File: src/rtl/instr_fetch_stage_pkg.sv
// Shared definitions for the instruction fetch stage: opcode constants,
// the NOP encoding, the default address width and the fetch FSM encoding.
package instr_fetch_stage_pkg;

  localparam int ADDR_W = 32;

  // Opcodes the control unit decodes from instruction[31:26]
  localparam logic [5:0] OP_RTYPE = 6'b000000;
  localparam logic [5:0] OP_J     = 6'b000010;
  localparam logic [5:0] OP_LW    = 6'b100011;

  // A bubble in IF/ID carries an all-zero instruction
  localparam logic [31:0] NOP_INSTR = 32'h0000_0000;

  // Fetch FSM encoding, kept as plain 2-bit constants for older tools
  typedef logic [1:0] fetchStateT;
  localparam fetchStateT ST_FETCH = 2'd0;
  localparam fetchStateT ST_DRAIN = 2'd1;
  localparam fetchStateT ST_HOLD  = 2'd2;

  // True for an opcode that redirects fetch from the ID stage
  function automatic logic isJumpOp(input logic [5:0] op);
    return op == OP_J;
  endfunction

endpackage

File: src/rtl/instr_fetch_stage_if_id_reg.sv
// IF/ID pipeline register. Reset and flush both produce a bubble
// (zero instruction, valid low); flush beats load, load beats hold.
module if_id_reg #(
  parameter int ADDR_W = 32
) (
  input  logic              clk,
  input  logic              rst,
  input  logic              load,
  input  logic              flush,
  input  logic [31:0]       instrIn,
  input  logic [ADDR_W-1:0] pcPlus4In,
  output logic [31:0]       instrOut,
  output logic [ADDR_W-1:0] pcPlus4Out,
  output logic              validOut
);
  import instr_fetch_stage_pkg::*;

  logic [31:0]       instrReg;
  logic [ADDR_W-1:0] pcPlus4Reg;
  logic              validReg;

  // Register update: bubble on reset/flush, capture on load, otherwise hold
  always_ff @(posedge clk) begin
    if (rst || flush) begin
      instrReg   <= NOP_INSTR;
      pcPlus4Reg <= '0;
      validReg   <= 1'b0;
    end else if (load) begin
      instrReg   <= instrIn;
      pcPlus4Reg <= pcPlus4In;
      validReg   <= 1'b1;
    end
  end

  assign instrOut   = instrReg;
  assign pcPlus4Out = pcPlus4Reg;
  assign validOut   = validReg;

endmodule

File: src/rtl/instr_fetch_stage.sv
// Instruction fetch stage with IF/ID register. Holds the PC, runs a
// ready-handshaked instruction memory port, applies branch/jump redirects
// (branch beats unstalled jump) and honours hazard stalls.
// Optional build macro IFETCH_PERF_CNT_EN adds FetchCount/BubbleCount.
module instr_fetch_stage #(
  parameter int                ADDR_W   = 32,
  parameter logic [ADDR_W-1:0] RESET_PC = '0
) (
  input  logic              clk,
  input  logic              rst,
  input  logic              Stall,
  input  logic              Jump,
  input  logic [25:0]       JumpIndex,
  input  logic              BranchTaken,
  input  logic [ADDR_W-1:0] BranchTarget,
  output logic              IMemReq,
  output logic [ADDR_W-1:0] IMemAddr,
  input  logic [31:0]       IMemRdata,
  input  logic              IMemReady,
  output logic [31:0]       InstrOut,
  output logic [ADDR_W-1:0] PCPlus4Out,
  output logic              ValidOut,
  output logic [5:0]        Op
`ifdef IFETCH_PERF_CNT_EN
  ,
  output logic [31:0]       FetchCount,
  output logic [31:0]       BubbleCount
`endif
);
  import instr_fetch_stage_pkg::*;

  fetchStateT        stateReg, stateNext;
  logic [ADDR_W-1:0] pcReg, pcNext;
  logic [ADDR_W-1:0] redirPcReg, redirPcNext;
  logic [31:0]       holdInstrReg, holdInstrNext;
  logic [ADDR_W-1:0] holdPcPlus4Reg, holdPcPlus4Next;
  logic              holdValidReg, holdValidNext;

  logic [ADDR_W-1:0] pcPlus4;
  logic [ADDR_W-1:0] branchTgt;
  logic [ADDR_W-1:0] jumpTgt;
  logic [ADDR_W-1:0] redirTgt;
  logic              jumpEff;
  logic              redirect;

  logic              ifLoad;
  logic              ifFlush;
  logic [31:0]       ifInstr;
  logic [ADDR_W-1:0] ifPcPlus4;

  // PC+4 wraps naturally at the address width
  assign pcPlus4   = pcReg + ADDR_W'(4);
  // Branch targets are word aligned regardless of what EX supplies
  assign branchTgt = BranchTarget & ~ADDR_W'(3);
  assign jumpTgt   = {PCPlus4Out[ADDR_W-1:28], JumpIndex, 2'b00};
  // A stalled jump is not taken; ID presents it again once it unstalls
  assign jumpEff   = Jump & ~Stall;
  assign redirect  = BranchTaken | jumpEff;
  assign redirTgt  = BranchTaken ? branchTgt : jumpTgt;

  // No request while reset is asserted or while a fetched word waits in HOLD
  assign IMemReq  = ~rst & (stateReg != ST_HOLD);
  assign IMemAddr = pcReg;

  // Next-state, PC and IF/ID control decisions for each FSM state
  always_comb begin
    stateNext       = stateReg;
    pcNext          = pcReg;
    redirPcNext     = redirPcReg;
    holdInstrNext   = holdInstrReg;
    holdPcPlus4Next = holdPcPlus4Reg;
    holdValidNext   = holdValidReg;
    ifLoad          = 1'b0;
    ifFlush         = 1'b0;
    ifInstr         = IMemRdata;
    ifPcPlus4       = pcPlus4;

    case (stateReg)
      ST_FETCH: begin
        if (IMemReady) begin
          if (redirect) begin
            // Returned word belongs to the wrong path
            pcNext  = redirTgt;
            ifFlush = 1'b1;
          end else if (Stall) begin
            // Park the word until decode can accept it
            holdInstrNext   = IMemRdata;
            holdPcPlus4Next = pcPlus4;
            holdValidNext   = 1'b1;
            stateNext       = ST_HOLD;
          end else begin
            ifLoad = 1'b1;
            pcNext = pcPlus4;
          end
        end else begin
          if (redirect) begin
            // Address must stay put until memory answers, so remember the target
            redirPcNext = redirTgt;
            ifFlush     = 1'b1;
            stateNext   = ST_DRAIN;
          end else if (!Stall) begin
            ifFlush = 1'b1;
          end
        end
      end

      ST_DRAIN: begin
        if (BranchTaken) begin
          redirPcNext = branchTgt;
        end
        if (IMemReady) begin
          pcNext    = BranchTaken ? branchTgt : redirPcReg;
          stateNext = ST_FETCH;
        end
      end

      ST_HOLD: begin
        if (redirect) begin
          holdValidNext = 1'b0;
          pcNext        = redirTgt;
          ifFlush       = 1'b1;
          stateNext     = ST_FETCH;
        end else if (!Stall && holdValidReg) begin
          ifLoad        = 1'b1;
          ifInstr       = holdInstrReg;
          ifPcPlus4     = holdPcPlus4Reg;
          holdValidNext = 1'b0;
          pcNext        = pcPlus4;
          stateNext     = ST_FETCH;
        end
      end

      default: begin
        stateNext = ST_FETCH;
      end
    endcase
  end

  // FSM, PC, pending redirect and hold buffer state
  always_ff @(posedge clk) begin
    if (rst) begin
      stateReg       <= ST_FETCH;
      pcReg          <= RESET_PC;
      redirPcReg     <= RESET_PC;
      holdInstrReg   <= NOP_INSTR;
      holdPcPlus4Reg <= '0;
      holdValidReg   <= 1'b0;
    end else begin
      stateReg       <= stateNext;
      pcReg          <= pcNext;
      redirPcReg     <= redirPcNext;
      holdInstrReg   <= holdInstrNext;
      holdPcPlus4Reg <= holdPcPlus4Next;
      holdValidReg   <= holdValidNext;
    end
  end

  if_id_reg #(
    .ADDR_W(ADDR_W)
  ) ifIdReg (
    .clk       (clk),
    .rst       (rst),
    .load      (ifLoad),
    .flush     (ifFlush),
    .instrIn   (ifInstr),
    .pcPlus4In (ifPcPlus4),
    .instrOut  (InstrOut),
    .pcPlus4Out(PCPlus4Out),
    .validOut  (ValidOut)
  );

  // Opcode goes straight to the control unit; a bubble decodes as opcode 0
  assign Op = InstrOut[31:26];

`ifdef IFETCH_PERF_CNT_EN
  // Index 0 counts instructions loaded into IF/ID, index 1 counts unstalled bubble cycles
  logic [1:0] perfInc;
  assign perfInc[0] = ifLoad;
  assign perfInc[1] = ~ValidOut & ~Stall;

  genvar gi;
  generate
    for (gi = 0; gi < 2; gi++) begin : gPerf
      logic [31:0] cntReg;
      // Free-running event counter, wraps at 2^32
      always_ff @(posedge clk) begin
        if (rst) begin
          cntReg <= '0;
        end else if (perfInc[gi]) begin
          cntReg <= cntReg + 32'd1;
        end
      end
    end
  endgenerate

  assign FetchCount  = gPerf[0].cntReg;
  assign BubbleCount = gPerf[1].cntReg;
`endif

endmodule

File: config.mk
export PLATFORM = sky130hd
export DESIGN_NAME = instr_fetch_stage
export DESIGN_NICKNAME = d
export VERILOG_FILES = /design/src/rtl/instr_fetch_stage_pkg.sv /design/src/rtl/instr_fetch_stage_if_id_reg.sv /design/src/rtl/instr_fetch_stage.sv
export SDC_FILE = /design/constraint.sdc
export NUM_CORES = 1
export LEC_CHECK = 0
export BUFFER_PORTS_ARGS = -buffer_cell sky130_fd_sc_hd__buf_2
export CELL_PAD_IN_SITES_DETAIL_PLACEMENT = 0
export CELL_PAD_IN_SITES_GLOBAL_PLACEMENT = 1
export CORE_MARGIN = 2
export CORE_UTILIZATION = 43
export CTS_CLUSTER_SIZE = 12
export DETAILED_ROUTE_END_ITERATION = 16
export GPL_TIMING_DRIVEN = 0
export PLACE_DENSITY_LB_ADDON = 0.3
export SLEW_MARGIN = 20
export SYNTH_ARGS = -nofsm -noshare
export SYNTH_HDL_FRONTEND = slang
export SYNTH_SLANG_ARGS = --single-unit
File: constraint.sdc
create_clock -name clk -period 3.9 [get_ports clk]
set_clock_uncertainty 0.05 [all_clocks]
set_input_delay 0.195 -clock clk [delete_from_list [all_inputs] [get_ports clk]]
set_output_delay 0.195 -clock clk [all_outputs]
set_load 0.02 [all_outputs]
==> After elaboration in Yosys (flattened, before gate mapping) <==
Index checks and enable logic that the tools add are counted.
Widths: inputs -> output; s select.
{ "totals": {"latchBits": 0, "regBits": 196, "rom_bits": 0, "out_inout_bits": 104, "n_memories": 0, "ramBits": 0} }
{ "op_classes": {"add_sub_neg": 1, "n_mux": 42, "shift": 0, "bitwise": 6, "reduce_logical": 12, "order_cmp": 0, "n_eq_ne": 14, "n_mul": 0, "n_div": 0} }
{ "ops": {"columns": ["cell", "count"], "rows": [
  ["$mux 32", 16],
  ["$pmux 32 s3", 1],
  ["$pmux 32 s2", 1],
  ["$add 32x3->32 const B", 1],
  ["$ne 3x3->1 const B", 5],
  ["$reduce_and 5->1", 3],
  ["$mux 2", 7],
  ["$ne 2x2->1 const B", 7],
  ["$mux 1", 13],
  ["$pmux 1 s2", 3],
  ["$pmux 2 s3", 1],
  ["$reduce_and 4->1", 1],
  ["$reduce_bool 2->1", 2],
  ["$not 1->1", 3],
  ["$reduce_and 3->1", 1],
  ["$reduce_bool 3->1", 1],
  ["$and 1x1->1", 2],
  ["$eq 2x1->1 const B", 1],
  ["$eq 2x2->1 const B", 1],
  ["$logic_not 2->1", 1],
  ["$logic_and 1x1->1", 1],
  ["$logic_not 1->1", 1],
  ["$logic_or 1x1->1", 1],
  ["$or 1x1->1", 1]
]} }

==> Longest topological paths before layout <==
{ "logic_depth": {"ltp_word": 7, "mapped_depth": 9, "mapped_depth_nobuf": 6} }

==> Cells and area by module <==
A second synthesis with hierarchy kept.
{ "hier_totals": {"cells_unflattened": 1134, "area_unflattened_um2": 9773.1} }
{ "modules_own_cells": {"columns": ["mod", "area_each_um2", "instances", "cells_each"], "rows": [
  ["instr_fetch_stage", 7433.4, 1, 924],
  ["if_id_reg", 2339.7, 1, 210]
]} }

==> Least setup slack after synthesis <==
OpenSTA, ideal clock, no wires.
{ "synth_timing": {"path_type": "reg2reg", "start": "register pcReg[14], in the netlist IMemAddr[14]", "end": "register ifIdReg.pcPlus4Reg[31], in the netlist ifIdReg.pcPlus4Out[31]", "path_stages_with_launch": 9, "arrival_time_ns": 2.407, "period_less_slack_ns": 2.531, "path_buffers": 3, "setup_slack_ns": 1.369, "required_ns": 3.777, "cell_sequence": "dfxtp_1 > clkbuf_1 > nand2_1 > or4_1 > buf_2 > or4_1 > buf_2 > or4_4 > o211ai_2"} }
{ "synth_between": {"elab_chain_cells": 4} }
{ "synth_lines": {"columns": ["element", "line", "text"], "rows": [
  ["start: declaration", "instr_fetch_stage.sv:33", "logic [ADDR_W-1:0] pcReg, pcNext;"],
  ["start signal: assignment", "instr_fetch_stage.sv:150", "pcReg <= pcNext;"],
  ["$add 32x3->32 *", "instr_fetch_stage.sv:52", "assign pcPlus4 = pcReg + ADDR_W'(4);"],
  ["$mux 32", "instr_fetch_stage.sv:123", "end else if (!Stall && holdValidReg) begin"],
  ["$mux 32", "instr_fetch_stage.sv:118", "if (redirect) begin"],
  ["$mux 32 *", "instr_fetch_stage.sv:78", "case (stateReg)"],
  ["end signal: assignment", "instr_fetch_stage_if_id_reg.sv:30", "pcPlus4Reg <= pcPlus4In;"],
  ["end: declaration", "instr_fetch_stage_if_id_reg.sv:19", "logic [ADDR_W-1:0] pcPlus4Reg;"]
]} }
Every way passes the cells marked *; elsewhere a longest branch is shown, timed or not.
A chain may end at the register's enable or synchronous reset.

==> Final worst setup path <==
{ "layout_timing": {"start": "register stateReg[0]", "end": "register ifIdReg.pcPlus4Reg[21], in the netlist ifIdReg.pcPlus4Out[21]"} }
{ "layout_between": {"elab_chain_cells": 3, "word_cells_on_any_way": 6, "cone_classes": "1 x eq/ne; 3 x mux; 2 x reduce/logical"} }
{ "layout_lines": {"columns": ["element", "line", "text"], "rows": [
  ["start: declaration", "instr_fetch_stage.sv:32", "fetchStateT stateReg, stateNext;"],
  ["start signal: assignment", "instr_fetch_stage.sv:149", "stateReg <= stateNext;"],
  ["$eq 2x2->1 / $logic_not 2->1 (equally long branches)", "instr_fetch_stage.sv:78", null],
  ["$pmux 1 s2", "instr_fetch_stage.sv:78", null],
  ["$logic_or 1x1->1", "instr_fetch_stage_if_id_reg.sv:24", "if (rst || flush) begin"]
]} }
Parallel ways exist; a longest one is shown, timed or not.

==> results.md <==
Outcome:
- The flow ran to the end, and the final reports show no timing, DRC or antenna violations.

Timing:
- The total count of hold-check failures in the final report is 0.
- The post-route minimum period is just under 3 ns.
- Measured against its own limit, the worst slew margin works out to 0.3866.
- Setup violations remaining at the end of the flow were counted as 0.
- Setup repair after global routing left no endpoint under its margin.
- The fmax is ~340 MHz.
- For the final routed database, the setup TNS stands at 0 ns.
- The final-report max-slew violation count is 0.
- The setup slack after layout is roughly 0.94 ns.
- In the finished design, the share of the clock period the worst path needs comes to 0.7594.
- The worst hold-check slack is roughly 0.052 ns.
- The measured slew at the worst slew-check pin is approximately 0.92 ns.

Worst setup path:
- The worst reg2reg path depth is 8.
- The kind of launch point of the worst setup path is a register.
- Of all nets on the critical path, the largest fanout is 10.
- The data arrival time of the worst path is 3.28 ns.
- For the worst setup path, the data required time is between 4 and 5 ns.
- In this run the critical register-to-register path is captured at ifIdReg.pcPlus4Out[21]$_SDFFE_PP0P_.
- The critical path in this run is classified as reg2reg.
- In this run the critical register-to-register path is launched from stateReg[0]$_SDFFE_PP0P_.
- The register-to-register setup slack is between 0.9 and 1 ns.
- STA classifies the critical path endpoint as a register.

Layout:
- The ratio of cells with drive above 1 in the final layout is 0.1737.
- The net count of the finished layout is 1552.
- The post-synthesis to final-layout area growth is 24.27%.
- The number of fillers in the final layout is between 2000 and 2500.
- The post-route standard cell area excluding fillers is between 10000 and 15000 um^2.
- The finished layout holds ~1700 standard cells, fillers aside.
- The utilization after layout is 0.5482.

Global route:
- The total overflow reported by the global router is 0.
- The initial antenna violation count came to 1.
- The global-route wire length before repair is about 53000 um.
- The total routing resource utilization after global routing is 0.3032.
- The via count of the first global-routing pass came to 9283.
- The pin count of the biggest net entering global routing is 21.

Synthesis:
- The mapped netlist covers roughly 9400 um^2.
- The dominant combinational cell family by area after synthesis is simple AND/OR/NAND/NOR gates.
- For this run, the register share of the synthesized area comes to 0.4192.
- A synthesized cell averages approximately 7.8 um^2.
- The count of yosys warnings during synthesis is 0.
- The fraction of the mapped netlist area in compound gates was 0.2395.
- The post-synthesis async set-or-reset flop share is 0.
- Synthesis produced a netlist with a net count of around 1300.
- Counting flops with a built-in enable in the synthesized netlist gives 0.
- Of the total synthesized cell area, the portion taken by full adders, half adders and majority gates is 0.001337.
- Of the total synthesized cell area, the portion taken by XOR and XNOR cells is 0.02152.
- Of the total synthesized cell area, the portion taken by AND, OR, NAND and NOR gates is 0.2477.
- The post-synthesis cell type count is 70.
- The portion of synthesized area spent on multiplexers is 0.01390.
- Synthesis handed over a netlist of between 1000 and 1500 instances.
- The most instantiated flip-flop cell in the synthesis netlist is dfxtp_1.
- The post-synthesis register bit count is between 150 and 200.

Clock tree:
- The CTS tree is yes.
- Counting along the longest clock path gives a buffer depth of 2.
- For the worst-skew pair, the clock arrives at the later sink with an insertion delay of roughly 0.45 ns.
- The count of hold-fix buffers inserted at cts is 32.
- The CTS buffer count is 17.
- The cell sitting at the root of the clock tree is a clkbuf_16.
- In this run the post-CTS setup repair buffer count came out at 0.
- Clock tree synthesis found a total of between 150 and 200 sinks.
- Clock-pin slew was measured on the worst setup and hold paths at ~0.08 ns.
- Post-CTS repair changed the size of 0 cells.
- In this run the number of H-tree levels came out at 4.

Die:
- The overall die height is between 150 and 200 um.
- The overall die area is roughly 23000 um^2.
- The number of I/O pins is 200.
- The effective utilization at floorplan is 0.4411.
- The total number of placement rows is 53.
- In this run the standard cell core region covers between 20000 and 25000 um^2.
- Measured along the x axis, the die boundary spans between 150 and 200 um.

Placement:
- The estimated wirelength of the detail-placed design is ~26000 um.
- Routability-driven placement finished with a final weighted congestion of 0.9533.
- The quantity of I/O buffers inserted on ports is roughly 200.
- The post-placement worst setup slack is 0.9767 ns.
- Counting tap cells, the placed design contains a total of around 1700 instances.
- In this run the cell area measured after placement is 10690 um^2.

Power:
- In this run the power density over the cells is 411.8 nW/um^2.
- The worst supply voltage drop on vdd is 0.3028 mV.
- Power comes to roughly 4.8 mW.
- The leakage power summed over all cells is ~4.5 nW.

Hold path:
- The end of the worst hold path is redirPcReg[3]$_SDFFE_PP0P_.
- The type of the tightest min-delay check is in2reg.
- The cell count of the worst hold path is 3.
- The startpoint of the most critical hold path is BranchTarget[3].

Drt:
- After detailed routing, the number of vias per cell comes to roughly 5.8.
- After detailed routing, the average wire length per cell comes to 20.58 um.
- In the routed design, unresolved DRC markers number 0.
- The initial DRC count is between 1000 and 1500.
- The routed via count is around 10000.
- The number of optimization iterations in the first detailed-route pass is 5.
- The count of nets left with antenna violations after detail routing is 0.
- The final layout contains routed wiring with a total length of ~36000 um.

Run:
- Across the run, the number of max-cap violations was 0.
-- logic make-up after synthesis --
logic type / count (synthesis)
mux: 13
compound gates: 329
simple gates: 513
xor+xnor: 23
buf+inv: 132
flops: 196
fa+ha+maj: 1
-- per-layer routing --
| layer | global-route usage | vias to the layer above | share of wire |
|---|---|---|---|
| met5 | 0 | - | 0 |
| met4 | 0.09074 | 0 | 0.021 |
| met3 | 0.05060 | 62 | 0.085 |
| met2 | 0.4769 | 521 | 0.45 |
| met1 | 0.4273 | 4760 | 0.45 |
| li1 | - | 4837 | - |
-- area by class of cell --
cell class	instances	area (um^2)	area share
clock buffer	17	425.4	0.03657
clock inverter	15	186.4	0.01603
antenna	2	5.005	0.0004302
multi-input combinational	879	4910	0.4221
tap	275	344.1	0.02958
inverter	13	48.80	0.004195
sequential	196	3924	0.3373
timing repair buffer	229	1306	0.1123
buffer	119	483.0	0.04152
-- registers in the layout (all words and copies together), names as in the netlist --
signal              cells
stateReg                2
holdInstrReg           32
holdPcPlus4Reg         32
holdValidReg            1
redirPcReg             32
ifIdReg.pcPlus4Out     32
IMemAddr               32
ifIdReg.validOut        1
ifIdReg.instrOut       32
-- report_power, final --
part / switching [mW] / internal [mW]
Combinational: 0.508 / 0.260
Sequential: 0.0948 / 2.10
Clock: 0.908 / 0.922
Total: 1.51 / 3.28
-- worst max path at each step --
stage	depth (start not counted)	start	slack, ns	end
final	8	stateReg[0]$_SDFFE_PP0P_	0.94	ifIdReg.pcPlus4Out[21]$_SDFFE_PP0P_
after global routing	8	stateReg[0]$_SDFFE_PP0P_	0.73	ifIdReg.pcPlus4Out[21]$_SDFFE_PP0P_
after CTS	7	stateReg[0]$_SDFFE_PP0P_	0.96	IMemAddr[16]$_SDFFE_PP0P_
after detailed placement	7	stateReg[0]$_SDFFE_PP0P_	0.98	IMemAddr[16]$_SDFFE_PP0P_
after global placement	7	stateReg[0]$_SDFFE_PP0P_	0.94	IMemAddr[16]$_SDFFE_PP0P_
after floorplan	8	IMemAddr[14]$_SDFFE_PP0P_	1.37	ifIdReg.pcPlus4Out[31]$_SDFFE_PP0P_
-- worst max-delay path, cell delays in order (launching register included) --
cell      delay [ns]
dfxtp_1         0.33
clkbuf_1        0.21
nor3b_1         0.50
and2_1          0.20
clkbuf_1        0.38
buf_2           0.35
clkbuf_1        0.49
o21ai_0         0.18
a21oi_1         0.18
-- layout by cell type (no fill, tap or decap), drive strengths merged, types with 35 or more instances in the layout --
cell type  Yosys  routed
nor2         138     138
a311oi        39      39
nand2        197     197
clkbuf        96     113
a211oi        39      39
dfxtp        196     196
a21oi         78      78
buf           23     220
nor3          35      35
o21ai         62      62
nand3         49      49
-- cells in the mapped netlist (all sizes together), types with 17 or more instances --
cell / number / area, um^2
clkbuf: 96 / 360.4
a311oi: 39 / 341.6
o211ai: 18 / 140.1
nand3: 49 / 245.2
nor2: 138 / 518.0
xnor2: 17 / 148.9
buf: 23 / 122.6
o21ai: 62 / 310.3
dfxtp: 196 / 3924
nor3: 35 / 180.2
nand2: 197 / 739.5
a211oi: 39 / 297.8
a21oi: 78 / 390.4
No activity file was read; power rests on OpenSTA's default activity.
